$ cat src/rtl/cdc_mcp_tx_scheduler.sv
// rtl/cdc_mcp_tx_scheduler.sv - round-robin send-side scheduler for a shared MCP CDC channel
module cdc_mcp_tx_scheduler #(
  parameter int NUM_REQ        = 4,
  parameter int DATA_WIDTH     = 8,
  parameter int ID_WIDTH       = $clog2(NUM_REQ),
  parameter int TIMEOUT_CYCLES = 256
) (
  input  logic                          clk_send,
  input  logic                          rst_send,
  input  logic [NUM_REQ-1:0]            req_valid,
  input  logic [NUM_REQ*DATA_WIDTH-1:0] req_data,
  output logic [NUM_REQ-1:0]            req_grant,
  output logic [NUM_REQ-1:0]            req_done,
  output logic                          ch_send,
  input  logic                          ch_send_ready,
  input  logic                          ch_ack,
  output logic [ID_WIDTH+DATA_WIDTH-1:0] ch_data,
  output logic                          busy,
  output logic                          timeout_err,
  input  logic                          err_clear
);

  // Counter only needs to reach TIMEOUT_CYCLES; it saturates there.
  localparam int CNT_W = (TIMEOUT_CYCLES > 0) ? $clog2(TIMEOUT_CYCLES + 1) : 1;
  localparam logic [CNT_W-1:0] CNT_MAX  = CNT_W'(TIMEOUT_CYCLES);
  localparam logic [CNT_W-1:0] CNT_LAST = CNT_W'(TIMEOUT_CYCLES - 1);

  typedef enum logic [1:0] {
    S_IDLE,
    S_ISSUE,
    S_WAIT_ACK
  } state_t;

  state_t                        r_state;
  logic [ID_WIDTH-1:0]           r_rr_ptr;
  logic [ID_WIDTH-1:0]           r_owner;
  logic [ID_WIDTH+DATA_WIDTH-1:0] r_ch_data;
  logic                          r_ch_send;
  logic [NUM_REQ-1:0]            r_req_done;
  logic [CNT_W-1:0]              r_cnt;
  logic                          r_timeout_err;

  logic                          w_found;
  logic [ID_WIDTH-1:0]           w_winner;
  logic [ID_WIDTH-1:0]           w_idx;
  logic                          w_grant_en;
  logic [DATA_WIDTH-1:0]         w_payload;
  logic                          w_wd_hit;

  // Round-robin search: first valid requester after the last winner, wrapping.
  always_comb begin
    w_found  = 1'b0;
    w_winner = '0;
    w_idx    = '0;
    for (int k = 1; k <= NUM_REQ; k++) begin
      w_idx = ID_WIDTH'((int'(r_rr_ptr) + k) % NUM_REQ);
      if (!w_found && req_valid[w_idx]) begin
        w_found  = 1'b1;
        w_winner = w_idx;
      end
    end
  end

  // Grant is combinational in IDLE; suppressed while reset is held so outputs read zero.
  always_comb begin
    w_grant_en = (r_state == S_IDLE) && w_found && ch_send_ready && !rst_send;
    req_grant  = w_grant_en ? (NUM_REQ'(1) << w_winner) : '0;
  end

  assign w_payload = req_data[int'(w_winner)*DATA_WIDTH +: DATA_WIDTH];

  // Watchdog fires once, on the edge that brings the counter to the limit.
  assign w_wd_hit = (TIMEOUT_CYCLES > 0) && (r_state == S_WAIT_ACK) && !ch_ack &&
                    (r_cnt == CNT_LAST);

  // Transfer sequencing: capture on grant, strobe send, wait for ack, report done.
  always_ff @(posedge clk_send or posedge rst_send) begin
    if (rst_send) begin
      r_state    <= S_IDLE;
      r_rr_ptr   <= ID_WIDTH'(NUM_REQ - 1);
      r_owner    <= '0;
      r_ch_data  <= '0;
      r_ch_send  <= 1'b0;
      r_req_done <= '0;
      r_cnt      <= '0;
    end else begin
      r_ch_send  <= 1'b0;
      r_req_done <= '0;
      case (r_state)
        S_IDLE: begin
          if (w_grant_en) begin
            r_ch_data <= {w_winner, w_payload};
            r_owner   <= w_winner;
            r_rr_ptr  <= w_winner;
            r_ch_send <= 1'b1;
            r_state   <= S_ISSUE;
          end
        end
        S_ISSUE: begin
          r_state <= S_WAIT_ACK;
        end
        S_WAIT_ACK: begin
          if (ch_ack) begin
            r_req_done <= NUM_REQ'(1) << r_owner;
            r_cnt      <= '0;
            r_state    <= S_IDLE;
          end else if ((TIMEOUT_CYCLES > 0) && (r_cnt != CNT_MAX)) begin
            r_cnt <= r_cnt + 1'b1;
          end
        end
        default: begin
          r_state <= S_IDLE;
        end
      endcase
    end
  end

  // Sticky timeout flag; a set in the same cycle as a clear takes priority.
  always_ff @(posedge clk_send or posedge rst_send) begin
    if (rst_send) begin
      r_timeout_err <= 1'b0;
    end else if (w_wd_hit) begin
      r_timeout_err <= 1'b1;
    end else if (err_clear) begin
      r_timeout_err <= 1'b0;
    end
  end

  assign ch_send     = r_ch_send;
  assign ch_data     = r_ch_data;
  assign req_done    = r_req_done;
  assign busy        = (r_state != S_IDLE);
  assign timeout_err = r_timeout_err;

endmodule
$ cat config.mk
export PLATFORM = sky130hd
export DESIGN_NAME = cdc_mcp_tx_scheduler
export DESIGN_NICKNAME = d
export VERILOG_FILES = /design/src/rtl/cdc_mcp_tx_scheduler.sv
export SDC_FILE = /design/constraint.sdc
export NUM_CORES = 1
export LEC_CHECK = 0
export ABC_CLOCK_PERIOD_IN_PS = 2580
export CELL_PAD_IN_SITES_DETAIL_PLACEMENT = 1
export CELL_PAD_IN_SITES_GLOBAL_PLACEMENT = 2
export CORE_AREA = 2 2 87 89
export DETAILED_ROUTE_END_ITERATION = 10
export DIE_AREA = 0 0 89 91
export PLACE_DENSITY_LB_ADDON = 0.05
export SLEW_MARGIN = 15
export SYNTH_ARGS = -nofsm -noshare
export SYNTH_HDL_FRONTEND = slang
export SYNTH_SLANG_ARGS = --single-unit
export TNS_END_PERCENT = 50
$ cat constraint.sdc
create_clock -name clk_send -period 2.58 [get_ports clk_send]
set_input_delay 0.774 -clock clk_send [delete_from_list [all_inputs] [get_ports clk_send]]
set_output_delay 0.774 -clock clk_send [all_outputs]
set_load 0.02 [all_outputs]
==> qor.csv, run 1 <==
metric,value,unit
whs,0.491,ns
clockBufferDepth,2,
finClkSkew,0.00426,ns
finalSetupViolations,4,
dieArea,8100,um2
ys_seq_elements,29,
area_growth,61.9,%
synth_largest_area_cell,dfrtp_1,
fin_cells,354,
synth.area.top_cells,"dfrtp_1 40%, mux2_4 5.3%, a211o_1 4.1%, nor2_1 4.0%, o221a_1 4.0%",
grtUsageTotal,0.145,
synth_cell_types,41,
powerDensity,743,nW/um2
synth-async-reset-ratio,1.00,
yosysWarnings,0,
period_share,1.03,
drtPass1Iterations,3,
place_congestion,0.719,
place_ws,-0.996,ns
wl,5360,um
status,"finished, violations left",
topRoutingLayerUsed,met4,
ys.flop_type,dfrtp_1,
multi_input_comb_area,912,um2
hp-class,flop to flop,
leakage,1.17,nW
cpLargestDelayFamily,simple AND/OR/NAND/NOR gates,
violations,setup timing,
r2r_setup_slack,0.40,ns
synth_area,1690,um2
fp.dieW,89,um
ant_nets,0,
hold_viol,0,
peakVddDrop,0.306,mV
crit_fanout,3,
max_freq,0.378,GHz
rsz0062_at_grt,true,
die_h,91,um
ff_latch_area,728,um2
antenna_found_initial,0,
maxCapViolCount,0,
placementRows,31,
cp_num_buf_inv,3,
crit_arrival,1.87,ns
cp.required,1.81,ns
slew_headroom,0.606,
dpl_cell_area,2560,um2
nNetsFinal,298,
synthCells,167,
cts_tree,yes,
path_class,input port to output pin,
fin_area,2740,um2
yosysSeqAreaShare,0.430,
grt_pass1_wl,9040,um
period_minus_slack,2.65,ns
synth_top_cell_area_share,0.399,
worstSetupStartpointType,input port,
start_util,0.237,
synth_edf_count,0,
maxSlewViolCount,0,
crit_path_max_incr_delay,0.34,ns
dp_hpwl,3990,um
overflow,0,
ios,62,
numPortBuffers,61,
fin_ws,-0.0674,ns
worstMarginPinSlew,0.583,ns
antennaDiodeCount,0,
crit_slowest_cell,nor4_4,
drt-initial-drc-count,31,
syn_nets,211,
grt_max_degree,30,
num_vias,1599,
numPlacedInstances,340,
synth.avg_cell_area,10.1,um2
cts-root-buf,clkbuf_8,
wl_met3,220,um
routed_via_density,4.52,
clock_sinks,29,
path_cells,buf_8 > nor4_4 > nor4b_4 > buf_4 > nor2b_2 > and2_4 > buf_6,
cts_buffers,5,
clk_latency,0.28,ns
cts_hold_buf,0,
fill_cells,839,
wl_met1,2240,um
drive_gt1_frac,0.282,
wl_per_cell,15.2,um
grt_pass1_vias,1809,
remaining_drc_errors,0,
cts.clk_slew.worst_paths,0.07,ns
core-area,7140,um2
htreeDepth,2,
final_core_util,0.384,
end_kind,output pin,
wl_met2,2860,um
-- cells in the final DEF, fill, tap and decap left out, types with 8 or more instances in the layout --
| cell | instances |
|---|---|
| clkdlybuf4s50_1 | 51 |
| buf_4 | 28 |
| dfrtp_1 | 27 |
| nor2_1 | 16 |
| inv_1 | 15 |
| o21ai_0 | 8 |
| a31oi_1 | 8 |
| a211o_1 | 8 |
-- where the power goes --
group	internal (mW)	switching (mW)	total (mW)
registers	0.588	0.109	0.697
logic	0.515	0.447	0.961
clock network	0.186	0.191	0.377
-- synth_stat cells (2+ instances only) --
cell type and n:
a211o_1 8, clkbuf_1 2, buf_6 2, nand2_1 7
and2_1 2, nand4_1 4, ha_1 3, mux2_2 2
o21ai_1 2, dfrtp_1 27, nor2_1 18, o21ai_0 8
or2_1 2, nor4b_1 2, or3_1 2, o221a_1 6
nand2b_1 5, nor3b_1 3, a31oi_1 8, and3_1 3
o221a_2 2, xor2_1 4, dfstp_2 2, inv_1 15
a21oi_1 2, nor2b_1 3, buf_2 4, mux2_4 6
-- layout make-up --
class | count | area share
Multi-Input combinational cell | 114 | 0.333
Timing Repair Buffer | 89 | 0.304
Sequential cell | 29 | 0.266
Tap cell | 99 | 0.0452
Clock buffer | 5 | 0.0251
Inverter | 15 | 0.0206
Clock inverter | 3 | 0.00640
-- worst paths after layout --
path | startpoint | endpoint | depth (start not counted)
max in group asynchronous | rst_send | r_rr_ptr[0] | 4
min in group asynchronous | rst_send | timeout_err | 4
hold / removal | r_owner[1] | req_done[1] | 1
setup reg to reg | r_rr_ptr[0] | ch_data[6] | 7
setup / recovery | req_valid[2] | req_grant[0] | 7
hold reg to reg | r_owner[1] | req_done[1] | 1
-- flip-flops by register name, indices dropped and copies added, names as in the netlist --
name,flops
ch_data,8
ch_send,1
r_state,2
req_done,4
timeout_err,1
r_owner,2
r_rr_ptr,2
r_cnt,9
-- per-layer routing --
| layer | global-route usage | vias up |
|---|---|---|
| met1 | 0.170 | 781 |
| met2 | 0.254 | 36 |
| met5 | 0 | - |
| li1 | - | 778 |
| met4 | 0.0435 | 0 |
| met3 | 0.0382 | 4 |
-- metrics by stage --
| stage | setup TNS, ns | total power, mW |
|---|---|---|
| after floorplan | 0 | 1.23 |
| after global placement | -6.48 | 1.60 |
| after detailed placement | -7.39 | 1.63 |
| after CTS | -0.0437 | 2.07 |
| after global routing | -0.401 | 2.18 |
| final | -0.166 | 2.04 |
-- logic make-up (layout without fill, tap and decap cells) --
family / after synthesis / count (layout) / share of synthesized area
adders and majority gates: 3 / 3 / 0.0222
muxes: 9 / 9 / 0.0732
and+or+nand+nor: 56 / 56 / 0.187
xor gates and xnor gates: 4 / 4 / 0.0207
AOI/OAI and AO/OA: 42 / 42 / 0.192
buffers and inverters: 24 / 112 / 0.0747
DFF: 29 / 29 / 0.430
-- timing repair --
action,4_1_cts,5_1_grt
endpoints found under the setup margin,12,4
gates resized for setup,59,4
hold endpoints to repair,0,0
pin swaps,6,1
setup buffers,5,1
Power figures use the tool's default switching activity.
==> run 2, diff against run 1 <==
- GPL_TIMING_DRIVEN: unset -> 0
==> qor.csv, run 2 (synthesis results as in run 1) <==
metric,value,unit,change
wl_met2,2930,um,+2.4%
area_growth,71.7,%,
slew_headroom,0.553,,-0.0534
hp-class,flop to flop,,
overflow,0,,unchanged
antenna_found_initial,0,,unchanged
crit_fanout,6,,+3
nNetsFinal,305,,+2.3%
crit_slowest_cell,a311oi_4,,
path_cells,buf_12 > or2_4 > a311oi_4 > buf_4 > nor2b_4 > and2_4 > buf_6,,
worstSetupStartpointType,input port,,
powerDensity,734,nW/um2,-1.3%
ios,62,,unchanged
grt_pass1_wl,9430,um,+4.3%
grt_pass1_vias,1884,,+4.1%
finClkSkew,0.00869,ns,+0.00443 ns
die_h,91,um,unchanged
leakage,1.24,nW,+6.1%
path_class,input port to output pin,,
period_share,1.06,,+0.0330
regMostFlops,r_cnt,,
wl_met3,319,um,+45%
drive_gt1_frac,0.313,,+0.0306
fill_cells,845,,+0.72%
dp_hpwl,3960,um,-0.57%
place_congestion,0.725,,+0.84%
routed_via_density,4.53,,+0.21%
rsz0062_at_grt,true,,
ant_nets,0,,unchanged
reg2reg_to,ch_data[7],,
clock_sinks,29,,unchanged
htreeDepth,2,,unchanged
cp.required,1.81,ns,about the same
worstMarginPinSlew,0.670,ns,+0.0868 ns
cts_buffers,5,,unchanged
core-area,7140,um2,unchanged
num_vias,1634,,+2.2%
cts_tree,yes,,
cts.clk_slew.worst_paths,0.07,ns,about the same
hold_viol,0,,unchanged
final_common_cell,clkdlybuf4s50_1,,
rr_worst_depth,15,,+8
maxCapViolCount,0,,unchanged
fin_setup_tns,-0.731,ns,-0.565 ns
peakVddDrop,0.270,mV,-12%
min_path_cells,1,,unchanged
violations,setup timing,,
final_cell_mix,"50 x clkdlybuf4s50_1, 27 x dfrtp_1, 20 x buf_4, 17 x buf_6, 16 x nor2_1",,
fin_ws,-0.153,ns,-0.0852 ns
grtUsageTotal,0.150,,+0.00487
finalSetupViolations,5,,+1
crit_path_max_incr_delay,0.35,ns,about the same
grt_max_degree,30,,unchanged
max_freq,0.366,GHz,-3.1%
wl_met1,2220,um,-0.94%
clk_latency,0.29,ns,about the same
clockBufferDepth,2,,unchanged
topRoutingLayerUsed,met4,,
drtPass1Iterations,4,,+1
period_minus_slack,2.73,ns,+0.0852 ns
end_kind,output pin,,
holdPathEnd,req_done[1],,
r2r_setup_slack,-0.06,ns,-0.46 ns
final_core_util,0.407,,+0.0233
maxSlewViolCount,0,,unchanged
drt-initial-drc-count,27,,-13%
remaining_drc_errors,0,,unchanged
wl_per_cell,15.3,um,+1.0%
fp.dieW,89,um,unchanged
crit_arrival,1.96,ns,+0.09 ns
cpLargestDelayFamily,buffers and inverters,,
cp_num_buf_inv,3,,unchanged
status,"finished, violations left",,
start_util,0.237,,unchanged
timing.rr.start,r_state[0],,
cts-root-buf,clkbuf_8,,
crit_start,req_valid[1],,
numPortBuffers,60,,-1.6%
wl,5530,um,+3.0%
dieArea,8100,um2,unchanged
min_from,r_owner[1],,
placementRows,31,,unchanged
largest_reg_flops,9,,unchanged
antennaDiodeCount,0,,unchanged
cts_hold_buf,0,,unchanged
run 2: cell count changes in the layout (fill, tap and decap cells not counted), sizes merged:
cell,before,now
buf,37,43
clkdlybuf4s15,0,1
clkbuf,5,6
clkdlybuf4s50,51,50
run 2: per-layer routing:
layer  up-vias  GRT usage
li1        784          -
met1       801      0.178
met2        42      0.259
met3         7     0.0445
met4         0     0.0373
met5         -          0
run 2: layout make-up:
| cell class | count | area, um2 | area share |
|---|---|---|---|
| Buffer | 6 | 70.1 | 0.0241 |
| Clock buffer | 5 | 68.8 | 0.0237 |
| Clock inverter | 3 | 17.5 | 0.00603 |
| Inverter | 15 | 56.3 | 0.0194 |
| Multi-Input combinational cell | 114 | 955 | 0.329 |
| Sequential cell | 29 | 728 | 0.251 |
| Tap cell | 99 | 124 | 0.0426 |
| Timing Repair Buffer | 90 | 886 | 0.305 |
run 2: power by group:
part | internal, mW | switching [mW]
Clock | 0.186 | 0.190
Sequential | 0.588 | 0.115
Combinational | 0.582 | 0.470
run 2: what timing repair did:
item	in CTS	in global routing
setup endpoints to repair	13	5
pin swaps	10	7
buffers inserted	25	5
resized for setup	82	6
run 2: how the worst max path moves through the flow:
stage | endpoint | slack, ns | depth (start not counted)
6_report | req_grant[0] | -0.15 | 7
5_1_grt | req_grant[0] | -0.21 | 7
4_1_cts | req_grant[3] | -0.20 | 7
3_5_place_dp | req_grant[3] | -1.55 | 7
3_3_place_gp | req_grant[3] | -1.57 | 7
2_1_floorplan | req_grant[2] | 0.00009 | 7
run 2: worst reg2reg max path: cells and delay by family (launching register included):
| family | cells | cell delay, ns |
|---|---|---|
| buf+inv | 11 | 1.24 |
| simple gates | 3 | 0.70 |
| flops | 1 | 0.38 |
| compound gates | 1 | 0.20 |
run 2: stage by stage:
stage | std cells | worst slack [ns] | hold WS (ns) | power (mW) | cell area (um2)
6_report | 361 | -0.153 | 0.484 | 2.13 | 2910
5_1_grt | 361 | -0.206 | 0.513 | 2.28 | 2910
4_1_cts | 357 | -0.199 | 0.489 | 2.15 | 2860
3_5_place_dp | 326 | -1.55 | 0.477 | 1.61 | 2460
3_3_place_gp | 326 | -1.57 | 0.475 | 1.58 | 2460
2_1_floorplan | 167 | 0.0000873 | 0.484 | 1.23 | 1740
==> run 3, diff against run 2 <==
- ABC_CLOCK_PERIOD_IN_PS: 2580 -> 2800
- CORE_AREA: 2 2 87 89 -> 2 2 84 86
- DIE_AREA: 0 0 89 91 -> 0 0 86 88
- clock period: 2.58 -> 2.8 ns (I/O delays scaled with it)
==> qor.csv, run 3 (synthesis results as in run 1) <==
metric,value,unit,change
whs,0.490,ns,+0.00525 ns
core-area,6640,um2,-6.9%
placementRows,30,,-3.2%
place_congestion,0.755,,+4.2%
finalSetupViolations,2,,-3
drt-initial-drc-count,36,,+33%
violations,setup timing,,
largest_reg_flops,9,,unchanged
p_comb_frac,0.472,,-0.022
remaining_drc_errors,0,,unchanged
worstSetupStartpointType,input port,,
worstMarginPinSlew,0.646,ns,-0.0241 ns
slew_headroom,0.569,,+0.0161
die_h,88,um,-3.3%
max_freq,0.351,GHz,
cts.clk_slew.worst_paths,0.06,ns,about the same
hp-class,flop to flop,,
seqPwrFrac,0.348,,+0.018
dieArea,7570,um2,-6.6%
fin_setup_tns,-0.0857,ns,+0.646 ns
switchingPower,679,uW,-12%
start_util,0.255,,+0.0176
fp.dieW,86,um,-3.4%
grt_pass1_vias,1795,,-4.7%
powerDensity,688,nW/um2,-6.3%
fin_ws,-0.0485,ns,+0.104 ns
hold_viol,0,,unchanged
antenna_found_initial,0,,unchanged
p_int,1.19,mW,-12%
routed_via_density,4.75,,+4.9%
numPlacedInstances,307,,-5.8%
swShare,0.362,,-0.00129
period_share,1.02,,
maxSlewViolCount,0,,unchanged
drive_gt1_frac,0.265,,-0.0482
leakage,1.16,nW,-6.4%
htreeDepth,2,,unchanged
ant_nets,0,,unchanged
regMostFlops,r_cnt,,
wl_per_cell,15.2,um,-0.40%
antennaDiodeCount,0,,unchanged
ios,62,,unchanged
grt_pass1_wl,8590,um,-8.9%
finClkSkew,0.00340,ns,-0.00529 ns
dp_hpwl,3670,um,-7.5%
grt_max_degree,30,,unchanged
final_cell_mix,"50 x clkdlybuf4s50_1, 27 x dfrtp_1, 19 x buf_4, 16 x nor2_1, 14 x inv_1",,
crit_fanout,4,,-2
final_common_cell,clkdlybuf4s50_1,,
path_class,input port to output pin,,
num_vias,1581,,-3.2%
clk_latency,0.28,ns,about the same
maxCapViolCount,0,,unchanged
nNetsFinal,296,,-3.0%
period_minus_slack,2.85,ns,
status,"finished, violations left",,
cp.required,1.96,ns,+0.15 ns
rsz0062_at_grt,true,,
cts_tree,yes,,
cts_hold_buf,0,,unchanged
cts-root-buf,clkbuf_8,,
wl,5080,um,-8.1%
overflow,0,,unchanged
final_core_util,0.410,,+0.00309
peakVddDrop,0.245,mV,-9.0%
end_kind,output pin,,
grtUsageTotal,0.145,,-0.00417
fin_cells,333,,-7.8%
cts_buffers,5,,unchanged
crit_arrival,2.01,ns,+0.05 ns
drtPass1Iterations,4,,unchanged
clockBufferDepth,2,,unchanged
p_clk_frac,0.181,,+0.004
numPortBuffers,60,,unchanged
area_growth,61.1,%,
clock_sinks,29,,unchanged
[run 3: cell count changes in the layout (fill, tap and decap cells not counted), moves of 2 or more]
cell / previous run / this run
buf_8: 3 / 0
buf_6: 17 / 10
or2_1: 0 / 2
or2_4: 2 / 0
[run 3: repair_timing]
item | 4_1_cts | 5_1_grt
setup endpoints to repair | 5 | 5
pin swaps | 7 | 2
resized for setup | 64 | 6
buffers inserted | 21 | 0
[run 3: cell type report]
type,instances,area (um2)
plain buffers,7,76.3
clock buffers,5,68.8
clock inverters,3,17.5
fillers,737,3920
inverters,15,56.3
multi-input cells,114,930
flip-flops and latches,29,728
well taps,80,100
repair buffers,80,748
[run 3: critical path, cell delays in order]
cell      delay [ns]
clkbuf_4        0.15
nor4_4          0.05
nor4b_4         0.34
buf_4           0.19
nand2_1         0.08
clkbuf_8        0.17
nor2_4          0.07
buf_6           0.12
[run 3: path summary, 6_finish.rpt]
kind                              start            to  slack, ns  depth (start not counted)
max in group asynchronous      rst_send    r_owner[1]       1.70                          2
min in group asynchronous      rst_send    ch_data[7]       0.67                          2
max                        req_valid[2]  req_grant[3]      -0.05                          8
min                          r_owner[1]   req_done[1]       0.49                          1
min reg2reg                  r_owner[1]   req_done[1]       0.49                          1
max reg2reg                  r_state[1]    ch_data[7]       0.11                         14
[run 3: power groups by stage]
| stage | sequential [mW] | combinational (mW) | clock [mW] |
|---|---|---|---|
| final | 0.652 | 0.884 | 0.339 |
| after global routing | 0.674 | 0.959 | 0.379 |
| after CTS | 0.651 | 0.883 | 0.356 |
| after detailed placement | 0.654 | 0.787 | 0 |
| after global placement | 0.645 | 0.777 | 0 |
| after floorplan | 0.714 | 0.396 | 0 |
[run 3: routing by layer]
| layer | part of all wire | GRT usage |
|---|---|---|
| met5 | 0 | 0 |
| met4 | 0.012 | 0.0390 |
| met2 | 0.52 | 0.264 |
| met1 | 0.42 | 0.169 |
| met3 | 0.049 | 0.0405 |
[run 3: through the flow]
step,total power [mW],setup WS [ns],area [um2]
4_1_cts,1.89,-0.0415,2710
6_report,1.87,-0.0485,2730
3_5_place_dp,1.44,-1.41,2390
3_3_place_gp,1.42,-1.41,2390
5_1_grt,2.01,-0.0979,2730
2_1_floorplan,1.11,-0.0335,1690
